[src/rtl/seg7_scan_driver.sv]
// seg7_scan_driver: time-multiplexed 4-digit 7-segment driver from packed BCD
module seg7_scan_driver #(
  parameter int DIGIT_CYCLES   = 40,
  parameter int BLANK_CYCLES   = 2,
  parameter int SEL_ACTIVE_LOW = 1,
  parameter int SEG_ACTIVE_LOW = 0
) (
  input  logic        clk,
  input  logic        reset,
  input  logic        en,
  input  logic [15:0] value,
  input  logic [3:0]  dp_mask,
  input  logic        blank_lz,
  output logic [6:0]  seg,
  output logic        dp,
  output logic [3:0]  sel,
  output logic [1:0]  digit_idx,
  output logic        frame_done
);
  localparam int MAX_CYC = DIGIT_CYCLES > BLANK_CYCLES ? DIGIT_CYCLES : BLANK_CYCLES;
  localparam int CW = $clog2(MAX_CYC + 1);
  localparam logic [CW-1:0] LIT_LD = CW'(DIGIT_CYCLES - 1);
  localparam logic [CW-1:0] GRD_LD = CW'(BLANK_CYCLES > 0 ? BLANK_CYCLES - 1 : 0);
  localparam bit HAS_GUARD = BLANK_CYCLES > 0;
  localparam bit SEL_LOW = SEL_ACTIVE_LOW != 0;
  localparam bit SEG_LOW = SEG_ACTIVE_LOW != 0;
  typedef enum logic [1:0] {IDLE, GUARD, LIT} state_t;
  state_t st, st_n;
  logic [CW-1:0] cnt, cnt_n;
  logic [1:0] d, d_n;
  logic [15:0] sh_val, sh_val_n;
  logic [3:0] sh_dp, sh_dp_n;
  logic sh_blz, sh_blz_n;
  logic start_frame, lz1, lz2, lz3, blanked, lit, dp_n, fd_n;
  logic [3:0] nib, sel_hot;
  logic [6:0] pat, seg_n;
  function automatic logic [6:0] decode(input logic [3:0] n);
    case (n)
      4'h0: decode = 7'b0111111;
      4'h1: decode = 7'b0000110;
      4'h2: decode = 7'b1011011;
      4'h3: decode = 7'b1001111;
      4'h4: decode = 7'b1100110;
      4'h5: decode = 7'b1101101;
      4'h6: decode = 7'b1111101;
      4'h7: decode = 7'b0000111;
      4'h8: decode = 7'b1111111;
      4'h9: decode = 7'b1101111;
      4'hA: decode = 7'b1000000;
      default: decode = 7'b0000000;
    endcase
  endfunction
  // next state: guard/lit sequencing per digit, shadow capture on entry to digit 0
  always_comb begin
    st_n = st;
    cnt_n = cnt;
    d_n = d;
    if (!en) begin
      st_n = IDLE;
      cnt_n = '0;
      d_n = '0;
    end else if (st == IDLE || (st == LIT && cnt == '0)) begin
      d_n = st == IDLE ? 2'd0 : d + 2'd1;
      st_n = HAS_GUARD ? GUARD : LIT;
      cnt_n = HAS_GUARD ? GRD_LD : LIT_LD;
    end else if (st == GUARD && cnt == '0) begin
      st_n = LIT;
      cnt_n = LIT_LD;
    end else begin
      cnt_n = cnt - 1'b1;
    end
    start_frame = en && (st == IDLE || (st == LIT && cnt == '0 && d == 2'd3));
    sh_val_n = start_frame ? value : sh_val;
    sh_dp_n = start_frame ? dp_mask : sh_dp;
    sh_blz_n = start_frame ? blank_lz : sh_blz;
  end
  // output decode for the state being entered, so registered outputs align with it
  always_comb begin
    nib = sh_val_n[d_n*4 +: 4];
    lz3 = sh_val_n[15:12] == 4'h0;
    lz2 = lz3 && sh_val_n[11:8] == 4'h0;
    lz1 = lz2 && sh_val_n[7:4] == 4'h0;
    blanked = sh_blz_n && (d_n == 2'd3 ? lz3 : d_n == 2'd2 ? lz2 : d_n == 2'd1 ? lz1 : 1'b0);
    pat = decode(nib);
    lit = st_n == LIT;
    sel_hot = lit && (!blanked || sh_dp_n[d_n]) ? 4'b0001 << d_n : 4'b0000;
    seg_n = lit && !blanked ? pat : 7'b0000000;
    dp_n = lit && sh_dp_n[d_n];
    fd_n = lit && d_n == 2'd3 && cnt_n == '0;
  end
  // state, shadow and output registers
  always_ff @(posedge clk) begin
    if (reset) begin
      st <= IDLE;
      cnt <= '0;
      d <= '0;
      sh_val <= '0;
      sh_dp <= '0;
      sh_blz <= 1'b0;
      seg <= SEG_LOW ? 7'h7F : 7'h00;
      dp <= SEG_LOW;
      sel <= SEL_LOW ? 4'hF : 4'h0;
      digit_idx <= '0;
      frame_done <= 1'b0;
    end else begin
      st <= st_n;
      cnt <= cnt_n;
      d <= d_n;
      sh_val <= sh_val_n;
      sh_dp <= sh_dp_n;
      sh_blz <= sh_blz_n;
      seg <= SEG_LOW ? ~seg_n : seg_n;
      dp <= SEG_LOW ? ~dp_n : dp_n;
      sel <= SEL_LOW ? ~sel_hot : sel_hot;
      digit_idx <= d_n;
      frame_done <= fd_n;
    end
  end
endmodule
[config.mk]
export PLATFORM = sky130hd
export DESIGN_NAME = seg7_scan_driver
export DESIGN_NICKNAME = d
export VERILOG_FILES = /design/src/rtl/seg7_scan_driver.sv
export SDC_FILE = /design/constraint.sdc
export NUM_CORES = 1
export LEC_CHECK = 0
export ABC_AREA = 1
export BUFFER_PORTS_ARGS = -buffer_cell sky130_fd_sc_hd__buf_2
export CAP_MARGIN = 20
export CELL_PAD_IN_SITES_DETAIL_PLACEMENT = 0
export CELL_PAD_IN_SITES_GLOBAL_PLACEMENT = 1
export CORE_MARGIN = 8
export CORE_UTILIZATION = 43
export DETAILED_ROUTE_END_ITERATION = 10
export PLACE_DENSITY = 0.83
export RECOVER_POWER = 25
export SYNTH_ARGS = -nofsm -noshare
export SYNTH_HDL_FRONTEND = slang
export SYNTH_SLANG_ARGS = --single-unit
[constraint.sdc]
create_clock -name clk -period 5.5 [get_ports clk]
set_input_delay 0 -clock clk [delete_from_list [all_inputs] [get_ports clk]]
set_output_delay 0 -clock clk [all_outputs]
set_load 0.005 [all_outputs]
After elaboration in Yosys (flattened, before gate mapping)
Memory sizes are Yosys's and may differ from the RTL's. A register that Yosys moved wholly into a read port is not among the register bits.
Index checks and enable logic that the tools add are counted.
- register bits after elaboration: 37
- ROM bits: 112
- bits of input ports: 24
- output and inout bits: 15
- word-level logic and storage cells: 65
- memories: 1
- memories (name ; words ; width ; read ports ; clocked after Yosys merged registers in ; wr ports ; RTL line ; text):
    (no name shown) ; 16 ; 7 ; 1 ; 1 ; 0 ; 38 ; case (n)
- add/sub/neg operators: 2
- order comparisons: 1
- equal/unequal tests: 7
- shift operators: 2
- mux-type cells: 18
- bitwise logic cells: 2
- reductions and logical operators: 23
- operators by type and width (kind ; count):
    two-way mux 6 bit ; 3
    two-way mux 16 bit ; 1
    indexed part select 16 x 5 -> 4 bit ; 1
    logical AND 1 bit ; 12
    logical NOT 4 bit ; 3
    logical NOT 6 bit ; 2
    two-way mux 2 bit ; 6
    == test 2 bit (second input constant) ; 5
    two-way mux 4 bit ; 2
    subtractor 6 x 1 -> 6 bit (second input constant) ; 1
    two-way mux 1 bit ; 5
    == test 2 x 1 -> 1 bit (second input constant) ; 2
    NOT 4 bit ; 1
    left shift 1 x 2 -> 4 bit (first input constant) ; 1
    logical OR 1 bit ; 3
    less-than comparator 2 x 3 -> 1 bit (second input constant) ; 1
    adder 2 x 1 -> 2 bit (second input constant) ; 1
    binary-select mux 1 bit (select 2 bit) ; 1
    logical NOT 2 bit ; 1
    OR reduction 2 bit ; 1
    logical NOT 1 bit ; 1
    NOT 1 bit ; 1

Longest topological paths before layout
Gate-level depths: netlist of run 1.
- depth after elaboration: 18
- gate-level depth with buffers: 20
- mapped depth without buffers: 18

Worst setup path before layout of run 1
No wires, ideal clock.
- kind: reg2reg
- start point: register cnt[0]
- end point: register seg[0]
- library setup time: 0.070 ns
- arrival: 2.138 ns
- required time: 5.430 ns
- slack: 3.291 ns
- stages on the path, launching flop included: 21
- buffers on the path: 2
- period minus slack after synthesis: 2.209 ns
- cells stage by stage: dfxtp_1 > inv_1 > ha_1 > nand4_4 > nand2_2 > nand2_4 > buf_6 > buf_6 > nand2_1 > nand2_1 > inv_1 > nand2_1 > nand2_1 > nor2_1 > inv_1 > ha_1 > inv_1 > nand2_1 > nand2_1 > nand2_1 > a21oi_1
- cells in the longest elaborated chain, start to end: 17
- elaborated cells on any way between the ends: 32
- classes of those cells: eq/ne (4); shift (1); mux (10); bitwise (1); reduce/logical (16)
- ends and longest elaborated chain (item ; RTL line ; text):
    start, declared ; 29 ; logic [CW-1:0] cnt, cnt_n;
    start signal, assigned ; 107 ; cnt <= cnt_n;
    logical NOT 6 bit * ; 62, 66, 72 ;
    logical AND 1 bit ; 62, 72 ;
    logical AND 1 bit ; 72 ; start_frame = en && (st == IDLE || (st == LIT && cnt == '0 && d == 2'd3));
    logical OR 1 bit ; 72 ;
    logical AND 1 bit ; 72 ;
    two-way mux 16 bit ; 73 ; sh_val_n = start_frame ? value : sh_val;
    logical NOT 4 bit (on tied branches) ; 80, 81 ;
    logical AND 1 bit ; 81 ; lz2 = lz3 && sh_val_n[11:8] == 4'h0;
    logical AND 1 bit ; 82 ; lz1 = lz2 && sh_val_n[7:4] == 4'h0;
    two-way mux 1 bit (3 in a row) ; 83 ; blanked = sh_blz_n && (d_n == 2'd3 ? lz3 : d_n == 2'd2 ? lz2 : d_n == 2'd1 ? lz1 : 1'b0);
    logical AND 1 bit ; 83 ;
    logical NOT 1 bit ; 87 ; seg_n = lit && !blanked ? pat : 7'b0000000;
    logical AND 1 bit ; 87 ;
    NOT 1 bit (no line) ; n/a ;
    OR reduction 2 bit (no line) ; n/a ;
    end, declared ; 14 ; output logic [6:0] seg,
Mark *: on every way between the ends. The rest lies on a longest branch, timed or not.
A chain may end at the register's enable or synchronous reset.

Worst setup path in the final report of run 1
- start point: register cnt[0]
- end point: register seg[3]
Same word-level chain as after synthesis.

==> results.txt, run 1 <==
----------------------------------------------------
[Logic synthesis]
  Synthesized flop and latch total ... 44
  Synthesized area per cell ... 6.88 um^2
  Area share of the leading cell type in the synthesized netlist ... 35.9%
  Area contributors post-synth ... dfxtp_1 (36%), nand2_1 (15%), nand3_1 (7.3%)
  Syn Std Cell Area ... 0.00245 mm^2
  Nets in the synthesized netlist ... 390
  Post-synthesis instance total ... 357
  Synth unique cells ... 28
  Share of the yosys chip area belonging to registers ... 35.9%
  Syn. warnings ... 0
  Cell type contributing the most total cell area after synthesis ... dfxtp_1

[Placement]
  Count of input and output buffers ... 38
  Number of cells after detailed placement ... 456
  Global placement routability congestion ... 0.777
  Setup slack at placement ... 2610 ps
  Detailed placer's ending HPWL ... 4380 um

[Setup path]
  Data arrival time of the critical path ... 3140 ps
  Worst r2r path cells ... 16
  Flop-to-flop setup slack ... 2590 ps
  FF-to-FF Start ... cnt[0]$_SDFF_PP0_
  Crit start category ... flop
  Required time at the endpoint of the critical path ... 5730 ps
  Max FO, Critical Path ... 31
  Launch point of the worst path ... cnt[0]$_SDFF_PP0_
  Worst r2r dst ... seg[3]$_SDFF_PP0_
  Worst setup EP type ... flop
  Path type of the worst setup path ... reg -> reg

[Worst hold path]
  Start point of the worst min-delay path ... value[10]
  Hold Path Sink ... sh_val[10]$_SDFF_PP0_
  Number of cells on the worst hold path ... 3
  Path type of the worst min-delay path ... in -> reg

[Power]
  Power share of the clock group ... 30.0%
  Net Sw Frac ... 32.3%
  Areal power density over the cells ... 284 mW/mm^2
  Sequential cell fraction of total power ... 42.8%
  Static power due to leakage ... 0.00138 uW
  Internal ... 541 uW
  Switching Power ... 259 uW
  Maximum VDD drop ... 0.151 mV
  Part of the power in combinational logic ... 27.2%

[Clocking]
  Clock transition at the registers of the reported paths ... 90 ps
  H-tree level count ... 2
  Resized cells post-CTS ... 0
  CTS max path bufs ... 2
  Library cell used as clock root buffer ... clkbuf_8
  Setup Fix Bufs, Post-CTS ... 0
  Post-cts hold buffer count ... 8
  Clock tree from TritonCTS ... yes
  CTS buffer count ... 5
  Clock network latency to the later pin of the worst-skew pair ... 300 ps
  Number of clock sinks ... 44

[Drt]
  Post-route ant nets ... 0
  Final wirelength ... 5760 um
  Number of vias per cell after detailed routing ... 4.76
  Number of search-and-repair iterations in the first detailed-routing pass ... 5
  Initial DRC count ... 101
  Vias after detailed routing ... 2237
  Routed wire length per instance ... 12.3 um
  DRC viols ... 0

[Finish]
  Count of fill cells added during filler insertion ... 594
  Layout cell share with drive strength beyond 1 ... 14.3%
  Final cell count without fillers ... 470
  Nets ... 432
  Antenna cells ... 0
  Signed area change from the synthesized netlist to the final layout ... 14.7%

[Floorplanning]
  Initial standard-cell utilization of the core ... 44.6%
  Y dimension of the die ... 91.6 um
  Total I/O pin count ... 39
  Number of cell rows ... 27
  Floorplan die area ... 0.00838 mm^2
  Core region area ... 0.00551 mm^2
  X dimension of the die ... 91.6 um

[Global routing]
  Number of global-route vias before repair ... 2164
  GRT Overall Usage ... 14.6%
  Sum of overflow across all layers after global routing ... 0
  Initial antenna violation count ... 0
  Largest net degree at the start of global routing ... 37
  Wire length of the first global-routing pass ... 10100 um

[Run status]
  Outcome ... completed

[Timing]
  RSZ-0062 raised after global routing ... no
  Worst max-slew margin expressed relative to the limit ... 56.9%
  Achievable clock frequency ... 343 MHz
  Hold violation count in the final report ... 0
  Setup skew after layout ... 10.6 ps
  Crit path time final ... 2910 ps
  Fin Setup TNS ... 0 ps
  Number of slew-limit violations in the final report ... 0
  Min setup slack post-route ... 2590 ps
  Number of setup violations in the final report ... 0
  Part of the cycle the worst path needs ... 53.0%
  Slew at the pin closest to its max-slew limit ... 647 ps
  Post-Route Hold Slack ... 12.6 ps

[Flow run]
  Count of max-cap constraint violations ... 0

----------------------------------------------------
routing by layer:
layer | vias up | part of all wire, % | track usage, % | routed length (um)
li1 | 1201 | - | - | -
met1 | 982 | 51 | 19.0 | 2920
met2 | 47 | 42 | 22.3 | 2450
met3 | 7 | 5.6 | 4.36 | 320
met4 | 0 | 1.3 | 5.32 | 74
met5 | - | 0 | 0 | 0
cells in the final DEF, fill, tap and decap left out, drive strengths merged, types with 2 or more instances in the layout:
master and instances:
nand3b 6, nor2 51, nand4 4, clkbuf 18
inv 46, o21ai 12, dlygate4sd3 8, nand2 107
ha 9, nand3 40, nor3 4, a21oi 15
buf 25, dfxtp 44, xor2 2
sequential cells by signal, indices dropped and copies added (netlist names):
signal and count:
seg 7, sh_dp 4, sh_val 16, cnt 6, d 2, frame_done 1
sel 4, st 2, sh_blz 1, dp 1
logic make-up (layout without fill, tap and decap cells):
| logic type | count (synthesis) | in the layout | share of synthesized area [%] |
|---|---|---|---|
| simple gates | 215 | 215 | 41.9 |
| fa+ha+maj | 9 | 9 | 4.59 |
| xor+xnor | 3 | 3 | 1.07 |
| flops | 44 | 44 | 35.9 |
| compound gates | 29 | 29 | 6.12 |
| buf+inv | 57 | 98 | 10.4 |
critical path, cell delays in order, from the launching register on:
cell and delay [ps]:
dfxtp_1 330, inv_1 100, ha_1 220, nand4_4 130, nand2_2 340, nand2_4 290
o21ai_0 420, inv_1 80, nand2_1 80, nand2_1 80, nor2b_4 170, ha_1 250
inv_1 50, nand2_1 60, nand2_1 70, nand2_1 40, a21oi_1 120
area by class of cell:
type,count,area (um^2),area share (%)
multi-input cells,256,1320,46.8
flip-flops and latches,44,881,31.3
repair buffers,46,254,9.02
inverters,46,173,6.13
well taps,72,90.1,3.20
clock buffers,5,68.8,2.44
clock inverters,1,30.0,1.07
cell usage after synthesis:
cell type and count:
o21ai_0 5, nand4_1 3, dfxtp_1 44, o211ai_1 1, nor3_1 4, nand3_2 4
nand4_4 1, buf_6 4, nor2b_4 1, nor2_2 5, nand2_2 8, nand3_1 36
xnor2_1 1, nand3b_1 6, nand2_1 98, buf_4 3, a21oi_1 15, o31ai_1 1
ha_1 9, clkbuf_1 4, o21ai_1 7, nand2_4 1, nor2_1 40, nor4_1 1
or2_0 1, xor2_1 2, nor2_4 6, inv_1 46
power by group through the flow:
stage                     clock, uW  combinational (uW)  sequential (uW)
after floorplan                   0                 174              349
after global placement            0                 214              350
after detailed placement          0                 213              350
after CTS                       244                 219              343
after global routing            257                 252              344
final                           240                 218              343
stage by stage:
stage          instance area (um^2)  power (uW)  util [%]
2_1_floorplan                  2450         523         -
3_3_place_gp                   2650         564      48.2
3_5_place_dp                   2650         563      48.2
4_1_cts                        2830         805      51.4
5_1_grt                        2820         854      51.1
6_report                       2820         800      51.1
worst max-delay path by stage:
stage                   endpoint  slack [ps]
2_1_floorplan  seg[0]$_SDFF_PP0_        3290
3_3_place_gp   seg[3]$_SDFF_PP0_        2600
3_5_place_dp   seg[3]$_SDFF_PP0_        2610
4_1_cts        seg[3]$_SDFF_PP0_        2560
5_1_grt        seg[3]$_SDFF_PP0_        2200
6_report       seg[3]$_SDFF_PP0_        2590
Note: power is estimated with default switching activity, not from simulation.
==> run 2: changes to the inputs <==
--- a/config.mk
+++ b/config.mk
@@ -5,7 +5,7 @@
 export SDC_FILE = /design/constraint.sdc
 export NUM_CORES = 1
 export LEC_CHECK = 0
-export ABC_AREA = 1
+export ABC_AREA = 0
 export BUFFER_PORTS_ARGS = -buffer_cell sky130_fd_sc_hd__buf_2
 export CAP_MARGIN = 20
 export CELL_PAD_IN_SITES_DETAIL_PLACEMENT = 0
@@ -13,7 +13,7 @@
 export CORE_MARGIN = 8
 export CORE_UTILIZATION = 43
 export DETAILED_ROUTE_END_ITERATION = 10
-export PLACE_DENSITY = 0.83
+export PLACE_DENSITY = 0.79
 export RECOVER_POWER = 25
 export SYNTH_ARGS = -nofsm -noshare
 export SYNTH_HDL_FRONTEND = slang
==> constraint.sdc (replaced) <==
create_clock -name clk -period 3 [get_ports clk]
set_input_delay 0 -clock clk [delete_from_list [all_inputs] [get_ports clk]]
set_output_delay 0 -clock clk [all_outputs]
set_load 0.005 [all_outputs]
==> results.txt, run 2 <==
----------------------------------------------------
[Run status]
  Outcome ... completed

[Global routing]
  Number of global-route vias before repair ... 2251 (+4.0%)
  Initial antenna violation count ... 0 (unchanged)
  GRT Overall Usage ... 14.9% (+0.26 points)
  Largest net degree at the start of global routing ... 34 (-8.1%)
  Sum of overflow across all layers after global routing ... 0 (unchanged)
  Wire length of the first global-routing pass ... 10500 um (+3.9%)

[Setup path]
  Required time at the endpoint of the critical path ... 3210 ps (-2520 ps)
  CP max stage delay ... 520 ps (+100 ps)
  Delay-heaviest family, CP ... simple AND/OR/NAND/NOR gates
  Cell with the largest stage delay on the worst path ... or4b_1
  Data arrival time of the critical path ... 2910 ps (-230 ps)
  Crit start category ... flop
  Max FO, Critical Path ... 12 (-61%)
  Path type of the worst setup path ... reg -> reg
  Buffers and inverters on the worst path ... 1 (-2)
  Critical-path cell list ... or3_4, o22ai_2, buf_4, a21boi_0, o21ai_0, nand4_1, or4b_1, o31ai_1
  Worst setup EP type ... flop

[Logic synthesis]
  Most instantiated cells after synthesis ... dfxtp_1 (44), o21ai_0 (24), nor2_1 (19)
  Synth unique cells ... 52 (+86%)
  Synthesized area per cell ... 8.74 um^2 (+27%)
  Cell type contributing the most total cell area after synthesis ... dfxtp_1
  Nets in the synthesized netlist ... 321 (-18%)
  Area contributors post-synth ... dfxtp_1 (35%), o21ba_2 (6.4%), o21ai_0 (4.8%)
  Share of the yosys chip area belonging to registers ... 35.0% (-0.87 points)
  Syn Std Cell Area ... 0.00252 mm^2 (+2.5%)
  Area share of the leading cell type in the synthesized netlist ... 35.0% (-0.87 points)
  Post-synthesis instance total ... 288 (-19%)
  Synthesized flop and latch total ... 44 (unchanged)
  Dominant synthesized flop cell ... dfxtp_1
  Asr flop ratio synth ... 0% (unchanged)
  Number of enable flip-flop cells after synthesis ... 0 (unchanged)
  Cell with the most instances after synthesis ... dfxtp_1
  Syn. warnings ... 0 (unchanged)

[Timing]
  Number of setup violations in the final report ... 0 (unchanged)
  Slew at the pin closest to its max-slew limit ... 601 ps (-46.5 ps)
  Achievable clock frequency ... 371 MHz (+8.0%)
  Setup skew after layout ... 3.76 ps (-6.86 ps)
  Number of slew-limit violations in the final report ... 0 (unchanged)
  RSZ-0062 raised after global routing ... no
  Hold violation count in the final report ... 0 (unchanged)
  Fin Setup TNS ... 0 ps (unchanged)
  Part of the cycle the worst path needs ... 89.9% (+37 points)
  Worst max-slew margin expressed relative to the limit ... 60.0% (+3.1 points)
  Crit path time final ... 2700 ps (-215 ps)

[Finish]
  Top register by number of flip-flops ... sh_val
  Max FFs per register ... 16 (unchanged)
  Antenna cells ... 0 (unchanged)
  Commonest cells after routing, fill and taps aside ... dfxtp_1 (44), buf_2 (27), o21ai_0 (24), nor2_1 (19)
  Nets ... 362 (-16%)
  Signed area change from the synthesized netlist to the final layout ... 13.8%
  Largest registers ... sh_val: 16 flops, seg: 7 flops, cnt: 6 flops
  Layout cell share with drive strength beyond 1 ... 23.4% (+9.1 points)
  Count of fill cells added during filler insertion ... 602 (+1.3%)
  Leading cell type in the layout, fill and taps excluded ... dfxtp_1

[Floorplanning]
  Initial standard-cell utilization of the core ... 43.5% (-1.1 points)
  Number of cell rows ... 28 (+3.7%)
  X dimension of the die ... 92.5 um (+1.0%)
  Floorplan die area ... 0.00856 mm^2 (+2.1%)
  Core region area ... 0.00578 mm^2 (+5.0%)
  Total I/O pin count ... 39 (unchanged)
  Y dimension of the die ... 92.5 um (+1.0%)

[Placement]
  Count of input and output buffers ... 38 (unchanged)
  Global placement routability congestion ... 0.874 (+12%)
  Detailed placer's ending HPWL ... 4760 um (+8.9%)

[Worst hold path]
  Path type of the worst min-delay path ... in -> reg

[Drt]
  Initial DRC count ... 109 (+7.9%)
  Number of search-and-repair iterations in the first detailed-routing pass ... 4 (-1)
  Number of vias per cell after detailed routing ... 5.48 (+15%)
  Routed wire length per instance ... 15.2 um (+24%)
  Final wirelength ... 6160 um (+6.8%)
  Vias after detailed routing ... 2214 (-1.0%)
  DRC viols ... 0 (unchanged)
  Post-route ant nets ... 0 (unchanged)

[Clocking]
  Number of clock sinks ... 44 (unchanged)
  CTS max path bufs ... 2 (unchanged)
  Clock network latency to the later pin of the worst-skew pair ... 290 ps (about the same)
  H-tree level count ... 2 (unchanged)
  Library cell used as clock root buffer ... clkbuf_8
  Clock transition at the registers of the reported paths ... 80 ps (about the same)
  Clock tree from TritonCTS ... yes
  CTS buffer count ... 5 (unchanged)

[Power]
  Static power due to leakage ... 0.00115 uW (-17%)
  Post-layout total power ... 1230 uW (+54%)
  Areal power density over the cells ... 429 mW/mm^2 (+51%)
  Maximum VDD drop ... 0.218 mV (+44%)

[Flow run]
  Count of max-cap constraint violations ... 0 (unchanged)

----------------------------------------------------
## run 2: changes by cell type in the layout (fill, tap and decap cells not counted), sizes merged, moves of 17 or more
cell,before,now
nand2,107,15
inv,46,10
nor2,51,19
nand3,40,16
and3,0,17
o21ai,12,29
## run 2: per-stage QoR
stage               instance area [um^2]  util [%]  cells  hold WS, ps  setup WS (ps)
finish                              2860      49.5    404         14.5            302
global route                        2860      49.5    404         8.80           69.2
CTS                                 2870      49.6    404         7.96           59.1
detailed placement                  2760      47.8    394          301           54.4
global placement                    2760      47.8    394          298            148
floorplan                           2520         -    288         71.6            460
## run 2: timing repair
action                                  CTS  global route
gates resized for setup                   0             2
endpoints found under the setup margin    0            10
buffers inserted                          0             0
endpoints found under the hold margin     3             0
hold buffers                              3             0
## run 2: metal layers
metal | vias to the layer above | part of all wire (%) | track usage (%)
met5 | - | 0 | 0
met4 | 0 | 1.2 | 4.83
met3 | 9 | 3.7 | 2.83
met2 | 58 | 45 | 23.7
met1 | 1009 | 50 | 19.8
li1 | 1138 | - | -
## run 2: tightest hold or removal path: stages
cell and delay (ps):
buf_2 100, nand3_1 90, a21oi_1 70
## run 2: cell families (layout without fill, tap and decap cells)
family	after synthesis	in the layout	share of synthesized area, %
fa+ha+maj	9	9	4.48
buf+inv	29	70	6.61
simple gates	96	96	22.1
flops	44	44	35.0
mux	4	4	1.59
xor+xnor	6	6	2.09
compound gates	100	100	28.1
## run 2: layout make-up
class / count / area (um^2) / area share, %
inverters: 10 / 37.5 / 1.31
flip-flops and latches: 44 / 881 / 30.8
clock inverters: 1 / 5.00 / 0.175
repair buffers: 53 / 293 / 10.2
clock buffers: 6 / 72.6 / 2.53
well taps: 75 / 93.8 / 3.28
multi-input cells: 215 / 1480 / 51.7
## run 2: worst paths after layout
| check | start | to | slack (ps) | depth (start not counted) |
|---|---|---|---|---|
| max | cnt[3]$_SDFF_PP0_ | seg[6]$_SDFF_PP0_ | 300 | 8 |
| min | value[0] | sh_val[0]$_SDFF_PP0_ | 10 | 3 |
| max reg2reg | cnt[3]$_SDFF_PP0_ | seg[6]$_SDFF_PP0_ | 300 | 8 |
| min reg2reg | cnt[0]$_SDFF_PP0_ | cnt[0]$_SDFF_PP0_ | 490 | 1 |
## run 2: power breakdown
group	total [uW]	switching [uW]	leakage, uW	internal (uW)
sequential	621	12.7	0.000359	608
combinational	251	138	0.000751	113
clock	358	199	0.0000410	159
==> run 3: changes to the inputs <==
--- a/config.mk
+++ b/config.mk
@@ -13,8 +13,10 @@
 export CORE_MARGIN = 8
 export CORE_UTILIZATION = 43
 export DETAILED_ROUTE_END_ITERATION = 10
+export HOLD_SLACK_MARGIN = 0.05
 export PLACE_DENSITY = 0.79
 export RECOVER_POWER = 25
+export SKIP_CTS_REPAIR_TIMING = 1
 export SYNTH_ARGS = -nofsm -noshare
 export SYNTH_HDL_FRONTEND = slang
 export SYNTH_SLANG_ARGS = --single-unit
==> constraint.sdc (replaced) <==
create_clock -name clk -period 3 [get_ports clk]
set_input_delay 0.9 -clock clk [delete_from_list [all_inputs] [get_ports clk]]
set_output_delay 0.9 -clock clk [all_outputs]
set_load 0.005 [all_outputs]
==> results.txt, run 3 (same netlist as run 2, synthesis figures left out) <==
----------------------------------------------------
[Finish]
  Commonest cells after routing, fill and taps aside ... dfxtp_1 (44), buf_2 (29), o21ai_0 (24), nor2_1 (19)
  Nets ... 362 (unchanged)
  Area occupied by multi-input gates ... 0.00147 mm^2 (-0.93%)
  Top register by number of flip-flops ... sh_val
  Largest registers ... sh_val: 16 flops, seg: 7 flops, cnt: 6 flops
  Design area ... 0.00286 mm^2 (about the same)
  Layout cell share with drive strength beyond 1 ... 24.8% (+1.4 points)
  Count of fill cells added during filler insertion ... 591 (-1.8%)
  Antenna cells ... 0 (unchanged)
  Signed area change from the synthesized netlist to the final layout ... 13.7% (about the same)
  Leading cell type in the layout, fill and taps excluded ... dfxtp_1
  Max FFs per register ... 16 (unchanged)
  Utilization after layout ... 49.5% (about the same)
  Storage cell area ... 881 um^2 (unchanged)

[Run status]
  Outcome ... completed

[Floorplanning]
  Y dimension of the die ... 92.5 um (unchanged)
  Initial standard-cell utilization of the core ... 43.5% (unchanged)
  Core region area ... 0.00578 mm^2 (unchanged)
  X dimension of the die ... 92.5 um (unchanged)
  Number of cell rows ... 28 (unchanged)
  Total I/O pin count ... 39 (unchanged)
  Floorplan die area ... 0.00856 mm^2 (unchanged)

[Clocking]
  Number of clock sinks ... 44 (unchanged)
  Clock transition at the registers of the reported paths ... 80 ps (about the same)
  CTS max path bufs ... 2 (unchanged)
  Clock network latency to the later pin of the worst-skew pair ... 300 ps (about the same)
  H-tree level count ... 2 (unchanged)
  CTS buffer count ... 5 (unchanged)
  Clock tree from TritonCTS ... yes
  Library cell used as clock root buffer ... clkbuf_8

[Placement]
  Global placement routability congestion ... 0.825 (-5.5%)
  Detailed placer's ending HPWL ... 4820 um (+1.1%)
  Setup slack at placement ... 229 ps (+174 ps)
  Count of input and output buffers ... 38 (unchanged)
  Area after detailed placement ... 0.00278 mm^2 (+0.82%)

[Global routing]
  Fraction of met1 tracks used by global routing ... 20.0% (+0.27 points)
  Initial antenna violation count ... 0 (unchanged)
  Fraction of met2 tracks used by global routing ... 23.2% (-0.54 points)
  Sum of overflow across all layers after global routing ... 0 (unchanged)
  Number of global-route vias before repair ... 2104 (-6.5%)
  Wire length of the first global-routing pass ... 10500 um (-0.20%)
  GRT Overall Usage ... 14.9% (about the same)
  Met3 usage in global routing ... 3.40% (+0.57 points)
  Largest net degree at the start of global routing ... 25 (-26%)
  Most crowded layer after global routing ... met2

[Drt]
  Vias after detailed routing ... 2238 (+1.1%)
  Initial DRC count ... 143 (+31%)
  Number of search-and-repair iterations in the first detailed-routing pass ... 4 (unchanged)
  Final wirelength ... 6230 um (+1.1%)
  Number of vias per cell after detailed routing ... 5.53 (+0.83%)
  Post-route ant nets ... 0 (unchanged)
  DRC viols ... 0 (unchanged)
  Routed wire length per instance ... 15.4 um (+0.85%)

[Power]
  Maximum VDD drop ... 0.213 mV (-2.0%)
  Areal power density over the cells ... 436 mW/mm^2 (+1.6%)
  Static power due to leakage ... 0.00116 uW (+1.1%)

[Timing]
  Number of slew-limit violations in the final report ... 0 (unchanged)
  Hold violation count in the final report ... 0 (unchanged)
  Fin Setup TNS ... 0 ps (unchanged)
  RSZ-0062 raised after global routing ... no
  Achievable clock frequency ... 354 MHz (-4.5%)
  Slew at the pin closest to its max-slew limit ... 424 ps (-177 ps)
  Number of setup violations in the final report ... 0 (unchanged)
  Part of the cycle the worst path needs ... 94.2% (+4.2 points)
  Post-Route Hold Slack ... 490 ps (+475 ps)
  Setup skew after layout ... 6.89 ps (+3.13 ps)
  Min setup slack post-route ... 175 ps (-127 ps)
  Crit path time final ... 2820 ps (+127 ps)
  Worst max-slew margin expressed relative to the limit ... 71.7% (+12 points)

[Setup path]
  Max FO, Critical Path ... 18 (+6)
  Data arrival time of the critical path ... 3040 ps (+130 ps)
  Critical-path cell list ... or3_1, o22ai_2, buf_4, a21boi_0, o21ai_0, buf_4, nand4_1, or4b_1, o31ai_1
  Worst setup EP type ... flop
  CP max stage delay ... 550 ps (+30 ps)
  Most frequent cell on the critical path ... buf_4
  Cell with the largest stage delay on the worst path ... or4b_1
  Worst r2r path cells ... 9 (+1)
  Path type of the worst setup path ... reg -> reg
  Crit start category ... flop
  Required time at the endpoint of the critical path ... 3210 ps (about the same)

[Worst hold path]
  Path type of the worst min-delay path ... reg -> reg
  Number of cells on the worst hold path ... 1 (-2)

[Flow run]
  Count of max-cap constraint violations ... 0 (unchanged)

----------------------------------------------------
run 3: cell types whose count changed in the layout (fill, tap and decap cells not counted), sizes merged:
cell / previous run / this run
clkinv: 1 / 0
dlygate4sd3: 3 / 0
buf: 38 / 44
clkbuf: 18 / 17
run 3: stage by stage:
stage,total power (uW),std cells
floorplan,821,288
global placement,881,397
detailed placement,884,397
CTS,1260,405
global route,1320,405
finish,1250,405
run 3: power breakdown:
group | leakage [uW] | internal [uW] | total (uW) | switching [uW]
sequential | 0.000359 | 608 | 621 | 13.0
clock | 0.0000455 | 188 | 378 | 190
combinational | 0.000759 | 110 | 249 | 139
run 3: area by class of cell:
cell class | count | share of cell area [%]
Multi-Input combinational cell | 215 | 51.3
Sequential cell | 44 | 30.8
Timing Repair Buffer | 53 | 10.2
Tap cell | 75 | 3.28
Clock buffer | 8 | 3.15
Inverter | 10 | 1.31
run 3: worst paths after layout:
kind | start | endpoint | slack, ps
worst max register to register | cnt[2]$_SDFF_PP0_ | seg[6]$_SDFF_PP0_ | 180
worst min-delay path | cnt[0]$_SDFF_PP0_ | cnt[0]$_SDFF_PP0_ | 490
worst max-delay path | cnt[2]$_SDFF_PP0_ | seg[6]$_SDFF_PP0_ | 180
worst min register to register | cnt[0]$_SDFF_PP0_ | cnt[0]$_SDFF_PP0_ | 490
run 3: critical path: cells and delay by family (launching register included):
family | cells | cell delay (ps)
compound gates | 4 | 600
buf+inv | 2 | 390
flops | 1 | 400
simple gates | 3 | 1320
run 3: routing by layer:
metal | vias to the layer above | share of wire, % | routed length [um]
met1 | 1039 | 49 | 3040
met2 | 55 | 45 | 2810
li1 | 1137 | - | -
met4 | 0 | 1.1 | 71
met5 | - | 0 | 0
met3 | 7 | 4.9 | 304
